## src/rtl/exc_ctrl_pkg.sv

```systemverilog
// Shared definitions for the MEM-stage exception controller.
// Holds exception type codes, CP0 Status/Cause bit positions, FSM state
// encodings, badvaddr source selects and the interrupt-pending helper.
package exc_ctrl_pkg;

  localparam logic [31:0] EXC_TYPE_NONE = 32'h0;
  localparam logic [31:0] EXC_TYPE_INT  = 32'h1;
  localparam logic [31:0] EXC_TYPE_ADEL = 32'h4;
  localparam logic [31:0] EXC_TYPE_ADES = 32'h5;
  localparam logic [31:0] EXC_TYPE_SYS  = 32'h8;
  localparam logic [31:0] EXC_TYPE_BP   = 32'h9;
  localparam logic [31:0] EXC_TYPE_RI   = 32'ha;
  localparam logic [31:0] EXC_TYPE_OV   = 32'hc;
  localparam logic [31:0] EXC_TYPE_ERET = 32'he;

  localparam int unsigned STATUS_IE    = 0;
  localparam int unsigned STATUS_EXL   = 1;
  localparam int unsigned STATUS_BEV   = 22;
  localparam int unsigned STATUS_IM_LO = 8;
  localparam int unsigned STATUS_IM_HI = 15;
  localparam int unsigned CAUSE_IP_LO  = 8;
  localparam int unsigned CAUSE_IP_HI  = 15;

  localparam logic [1:0] ST_IDLE     = 2'd0;
  localparam logic [1:0] ST_DRAIN    = 2'd1;
  localparam logic [1:0] ST_COMMIT   = 2'd2;
  localparam logic [1:0] ST_REDIRECT = 2'd3;

  localparam logic [1:0] BV_NONE = 2'd0;
  localparam logic [1:0] BV_PC   = 2'd1;
  localparam logic [1:0] BV_MEM  = 2'd2;

  // Interrupts enabled (IE=1, EXL=0) and some unmasked IP bit pending.
  function automatic logic int_pending(input logic [31:0] status,
                                       input logic [31:0] cause);
    return status[STATUS_IE] & ~status[STATUS_EXL] &
           (|(cause[CAUSE_IP_HI:CAUSE_IP_LO] & status[STATUS_IM_HI:STATUS_IM_LO]));
  endfunction

endpackage

```

## src/rtl/exc_prio_enc.sv

```systemverilog
// Combinational exception priority encoder.
// Inputs : int_req_i plus per-instruction exception flags.
// Outputs: type_o (EXC_TYPE_* of the winning cause), bv_sel_o (badvaddr
//          source), any_o (some cause present).
module exc_prio_enc
  import exc_ctrl_pkg::*;
(
  input  logic        int_req_i,
  input  logic        adel_if_i,
  input  logic        ri_i,
  input  logic        sys_i,
  input  logic        bp_i,
  input  logic        ov_i,
  input  logic        adel_ld_i,
  input  logic        ades_st_i,
  input  logic        eret_i,
  output logic [31:0] type_o,
  output logic [1:0]  bv_sel_o,
  output logic        any_o
);

  always_comb begin
    type_o   = EXC_TYPE_NONE;
    bv_sel_o = BV_NONE;
    if (int_req_i) begin
      type_o = EXC_TYPE_INT;
    end else if (adel_if_i) begin
      type_o   = EXC_TYPE_ADEL;
      bv_sel_o = BV_PC;
    end else if (ri_i) begin
      type_o = EXC_TYPE_RI;
    end else if (sys_i) begin
      type_o = EXC_TYPE_SYS;
    end else if (bp_i) begin
      type_o = EXC_TYPE_BP;
    end else if (ov_i) begin
      type_o = EXC_TYPE_OV;
    end else if (adel_ld_i) begin
      type_o   = EXC_TYPE_ADEL;
      bv_sel_o = BV_MEM;
    end else if (ades_st_i) begin
      type_o   = EXC_TYPE_ADES;
      bv_sel_o = BV_MEM;
    end else if (eret_i) begin
      type_o = EXC_TYPE_ERET;
    end
  end

  assign any_o = int_req_i | adel_if_i | ri_i | sys_i | bp_i | ov_i |
                 adel_ld_i | ades_st_i | eret_i;

endmodule

```

## src/rtl/exc_ctrl.sv

```systemverilog
// MEM-stage exception controller feeding the CP0 register file.
// Picks the highest-priority exception/interrupt of the MEM instruction,
// waits for outstanding data-memory traffic to drain, issues a one-cycle
// commit to CP0 and holds a PC redirect until fetch accepts it.
// Inputs : clk, rst (async, active-low), MEM instruction info and flags,
//          mem_busy, CP0 Status/Cause/EPC, redirect_ready.
// Outputs: CP0 commit (cp0_en_o, except_type_o, inst_addr_o, delayslot_o,
//          badvaddr_o), pipeline control (mem_kill_o, busy_o, flush_o),
//          redirect_valid_o / redirect_pc_o.
module exc_ctrl
  import exc_ctrl_pkg::*;
#(
  parameter logic [31:0] VEC_BEV1 = 32'hBFC0_0380,
  parameter logic [31:0] VEC_BEV0 = 32'h8000_0180
) (
  input  logic        clk,
  input  logic        rst,
  input  logic        valid_m,
  input  logic        stall_m,
  input  logic [31:0] pc_m,
  input  logic        in_delayslot_m,
  input  logic [31:0] mem_addr_m,
  input  logic        adel_if_m,
  input  logic        ri_m,
  input  logic        sys_m,
  input  logic        bp_m,
  input  logic        ov_m,
  input  logic        adel_ld_m,
  input  logic        ades_st_m,
  input  logic        eret_m,
  input  logic        mem_busy,
  input  logic [31:0] status_i,
  input  logic [31:0] cause_i,
  input  logic [31:0] epc_i,
  input  logic        redirect_ready,
  output logic        cp0_en_o,
  output logic [31:0] except_type_o,
  output logic [31:0] inst_addr_o,
  output logic        delayslot_o,
  output logic [31:0] badvaddr_o,
  output logic        mem_kill_o,
  output logic        busy_o,
  output logic        flush_o,
  output logic        redirect_valid_o,
  output logic [31:0] redirect_pc_o
);

  logic [1:0]  state_q, state_d;
  logic [31:0] type_q, pc_q, bva_q, rpc_q;
  logic        ds_q;

  logic        int_req, det, any_exc;
  logic [31:0] enc_type, bva_d, commit_pc;
  logic [1:0]  bv_sel;

  // Only Status IE/EXL/IM/BEV and Cause IP are consulted.
  logic unused_cp0_bits;
  assign unused_cp0_bits = ^{status_i[31:23], status_i[21:16], status_i[7:2],
                             cause_i[31:16], cause_i[7:0]};

  assign int_req = int_pending(status_i, cause_i) & valid_m;

  exc_prio_enc u_prio (
    .int_req_i (int_req),
    .adel_if_i (adel_if_m),
    .ri_i      (ri_m),
    .sys_i     (sys_m),
    .bp_i      (bp_m),
    .ov_i      (ov_m),
    .adel_ld_i (adel_ld_m),
    .ades_st_i (ades_st_m),
    .eret_i    (eret_m),
    .type_o    (enc_type),
    .bv_sel_o  (bv_sel),
    .any_o     (any_exc)
  );

  assign det = (state_q == ST_IDLE) & valid_m & ~stall_m & any_exc;

  always_comb begin
    bva_d = '0;
    case (bv_sel)
      BV_PC:   bva_d = pc_m;
      BV_MEM:  bva_d = mem_addr_m;
      default: bva_d = '0;
    endcase
  end

  always_comb begin
    if (type_q == EXC_TYPE_ERET) commit_pc = epc_i;
    else if (status_i[STATUS_BEV]) commit_pc = VEC_BEV1;
    else commit_pc = VEC_BEV0;
  end

  always_comb begin
    state_d = state_q;
    case (state_q)
      ST_IDLE:     if (det) state_d = mem_busy ? ST_DRAIN : ST_COMMIT;
      ST_DRAIN:    if (!mem_busy) state_d = ST_COMMIT;
      ST_COMMIT:   state_d = redirect_ready ? ST_IDLE : ST_REDIRECT;
      ST_REDIRECT: if (redirect_ready) state_d = ST_IDLE;
      default:     state_d = ST_IDLE;
    endcase
  end

  always_ff @(posedge clk or negedge rst) begin
    if (!rst) begin
      state_q <= ST_IDLE;
      type_q  <= '0;
      pc_q    <= '0;
      ds_q    <= 1'b0;
      bva_q   <= '0;
      rpc_q   <= '0;
    end else begin
      state_q <= state_d;
      if (det) begin
        type_q <= enc_type;
        pc_q   <= pc_m;
        ds_q   <= in_delayslot_m;
        bva_q  <= bva_d;
      end
      // EPC/BEV are sampled at commit; REDIRECT replays this value.
      if (state_q == ST_COMMIT) rpc_q <= commit_pc;
    end
  end

  always_comb begin
    cp0_en_o         = 1'b0;
    except_type_o    = '0;
    inst_addr_o      = '0;
    delayslot_o      = 1'b0;
    badvaddr_o       = '0;
    flush_o          = 1'b0;
    redirect_valid_o = 1'b0;
    redirect_pc_o    = '0;
    if (state_q == ST_COMMIT) begin
      cp0_en_o         = 1'b1;
      except_type_o    = type_q;
      inst_addr_o      = pc_q;
      delayslot_o      = ds_q;
      badvaddr_o       = bva_q;
      flush_o          = 1'b1;
      redirect_valid_o = 1'b1;
      redirect_pc_o    = commit_pc;
    end else if (state_q == ST_REDIRECT) begin
      flush_o          = 1'b1;
      redirect_valid_o = 1'b1;
      redirect_pc_o    = rpc_q;
    end
  end

  assign busy_o     = (state_q != ST_IDLE);
  assign mem_kill_o = det | busy_o;

endmodule
```

## config.mk

```make
export PLATFORM = sky130hd
export DESIGN_NAME = exc_ctrl
export DESIGN_NICKNAME = d
export VERILOG_FILES = /design/src/rtl/exc_ctrl_pkg.sv /design/src/rtl/exc_prio_enc.sv /design/src/rtl/exc_ctrl.sv
export SDC_FILE = /design/constraint.sdc
export NUM_CORES = 1
export LEC_CHECK = 0
export CORE_MARGIN = 2
export CORE_UTILIZATION = 35
export DETAILED_ROUTE_END_ITERATION = 10
export PLACE_DENSITY = 0.73
export SLEW_MARGIN = 20
export SYNTH_ARGS = -nofsm -noshare
export SYNTH_HDL_FRONTEND = slang
export SYNTH_SLANG_ARGS = --single-unit
```

## constraint.sdc

```tcl
create_clock -name clk -period 4.16 [get_ports clk]
set_input_delay 1.248 -clock clk [delete_from_list [all_inputs] [get_ports clk]]
set_output_delay 1.248 -clock clk [all_outputs]
set_load 0.05 [all_outputs]
```

==> impl_metrics.toml <==
[run_status]
status = "finished clean"

[synth]
synth_largest_area_cell = "dfrtp_1"
synth_top_family_by_area = "multiplexers"
synthCells = 537
synthTopCellsByArea = "dfrtp_1, mux2_4, and2_1"
synthSimpleGateAreaFrac_pct = 15.37
synth_xor_area_share_pct = 0
avgSynthCellArea_sq_um = 10.85
syn_area_sq_mm = 0.005827
yosysUniqueCellTypes = 41
synth_seq_cells = 103
synth_top_area_share_pct = 44.23
synthAdderAreaFrac_pct = 0.4295
seq_area_frac_synth_pct = 44.23
yosys_warnings = 0
synth_compound_area_share_pct = 15.29
synthMuxAreaShare_pct = 16.68

[worst_setup_path]
arrival_ps = 2820
critPathCaptureType = "primary output"
start_kind = "input port"
crit_required_ps = 2910
crit_fanout = 4
rrSetupSlack_ps = 1680
r2r_start = "state_q[0]$_DFFE_PN0P_"
r2r_end = "bva_q[7]$_DFFE_PN0P_"
path_class = "in -> out"
rr_worst_depth = 7

[flow_run]
drv_cap = 0

[global_routing]
grtUsageTotal_pct = 18.47
grt_overflow = 0
antenna_found_initial = 1
grt_max_degree = 54
grt_pass1_vias = 4777
grt_pass1_wl_mm = 25.83

[floorplanning]
dieArea_sq_mm = 0.01770
ioPinCount = 309
fp.coreArea_sq_mm = 0.01641
dieHeight_um = 133.0
fp.dieW_um = 133.0
rows = 47
initial_utilization_pct = 35.51

[detailed_routing]
dr_total_vias = 4801
routed_wl_mm = 16.53
postRouteAntennaNets = 0
post_drt_wl_per_cell_um = 16.82
avgViaCountPerCell = 4.884
drc = 0
drtIter0Drc = 201
dr.pass1.iters = 4

[placement]
pre_cts_ws_ps = 93.02
placed_cell_area_sq_mm = 0.008387
place_congestion = 0.7893
io_buffers = 235
dp.cells = 967
dpl.hpwl_mm = 11.62

[timing]
worst_slack_ps = 88.14
setup_tns_ps = 0
final_max_slew_viol_count = 0
hold_viol = 0
max_freq_mhz = 245.6
finalCritPeriodShare_pct = 97.88
slew_headroom_pct = 47.28
setup_viol = 0
rsz0062_at_grt = "no"
worstMarginPinSlew_ps = 790.9
holdWs_ps = 470.1
finClkSkew_ps = 5.989
period_minus_slack_ps = 4072

[hold_path]
hold_class = "reg -> reg"
hold_depth = 2
hold_path_startpoint = "rpc_q[31]$_DFFE_PN0P_"
min_to = "rpc_q[31]$_DFFE_PN0P_"

[layout]
fin_nets = 935
fin_util_pct = 52.80
drive_gt1_share_pct = 24.51
fin_cells = 983
layout_commonest_cell = "clkdlybuf4s50_1"
mostFrequentLayoutCells = "clkdlybuf4s50_1, dfrtp_1, buf_4, and2_1, a22o_1"
areaGrowthSynthToFinish_pct = 48.68
diodes = 0
design_area_sq_mm = 0.008663

[clock_tree]
post_cts_resized = 0
clockBufferDepth = 2
path_clk_slew_ps = 70
post-cts-setup-buffers = 0
holdBufCountCts = 0
cts_tree = "built"
cts_made_buffers = 9
insertion_delay_ps = 350
cts_sinks = 103
root_buffer = "clkbuf_16"
htreeDepth = 3

[power_and_ir_drop]
power_frac_seq_pct = 31.5
combPwrFrac_pct = 52.3
ir_worst_vdd_mv = 0.3514
power_leakage_nw = 3.995
p_sw_mw = 2.161
clock_power_share_pct = 16.2
intPower_mw = 2.868
power_density_mw_per_mm2 = 580.4
p_total_mw = 5.029
switching_share_pct = 42.97
==> kinds of logic after synthesis <==
logic type / Yosys count
fa+ha+maj: 2
simple gates: 166
flops: 103
buf+inv: 74
compound gates: 117
other cells: 1
mux: 74
==> critical path: stages <==
cell and delay [ps]:
clkdlybuf4s50_1 510, or4b_4 520, a31oi_4 210, a21oi_4 40
nand2_1 140, buf_12 150
==> cell type report <==
type,count,area [sq um]
Fill cell,1465,7744
Multi-Input combinational cell,387,2900
Timing Repair Buffer,254,2623
Sequential cell,103,2577
Tap cell,220,275.3
Clock buffer,11,232.7
Clock inverter,5,43.79
Inverter,3,11.26
==> per-layer routing <==
layer,GRT usage [%],wire [um],up-vias,share of wire [%]
met5,0,13,-,0.079
met4,5.197,170,2,1.0
met3,6.475,1559,14,9.4
met2,30.48,7772,189,47
met1,22.95,7017,2312,42
li1,-,-,2284,-
==> cells in the mapped netlist (all sizes together) <==
cell type,number
a211oi,1
a21o,1
a21oi,4
a22o,41
a22oi,37
a31oi,2
and2,81
and3b,1
buf,36
clkbuf,35
conb,1
dfrtp,103
ha,2
inv,3
mux2,65
mux2i,9
nand2,29
nand2b,6
nand4,1
nand4b,1
nor2,38
nor3,2
nor3b,2
nor4,1
nor4b,2
o211a,1
o211ai,2
o21ai,22
o22a,1
o22ai,1
o311a,3
o31ai,1
or4,1
or4b,1
==> worst max-delay path by stage <==
stage,startpoint,to,slack [ps],depth (start not counted)
final,valid_m,mem_kill_o,90,6
after CTS,valid_m,mem_kill_o,90,6
after floorplan,stall_m,mem_kill_o,330,5
after global placement,valid_m,mem_kill_o,100,6
after global routing,valid_m,mem_kill_o,50,6
after detailed placement,valid_m,mem_kill_o,90,6
==> flip-flops by register name, summed over array words and instances, names as in the netlist <==
name	count
rpc_q	32
ds_q	1
bva_q	32
type_q	4
pc_q	32
state_q	2
==> power by group through the flow <==
stage | Combinational, mW | Sequential (mW) | Clock [mW]
after floorplan | 1.85 | 1.52 | 0
after global placement | 2.63 | 1.58 | 0
after detailed placement | 2.66 | 1.60 | 0
after CTS | 2.66 | 1.58 | 0.840
after global routing | 2.80 | 1.63 | 0.875
final | 2.63 | 1.58 | 0.815
No activity file was read; power rests on OpenSTA's default activity.
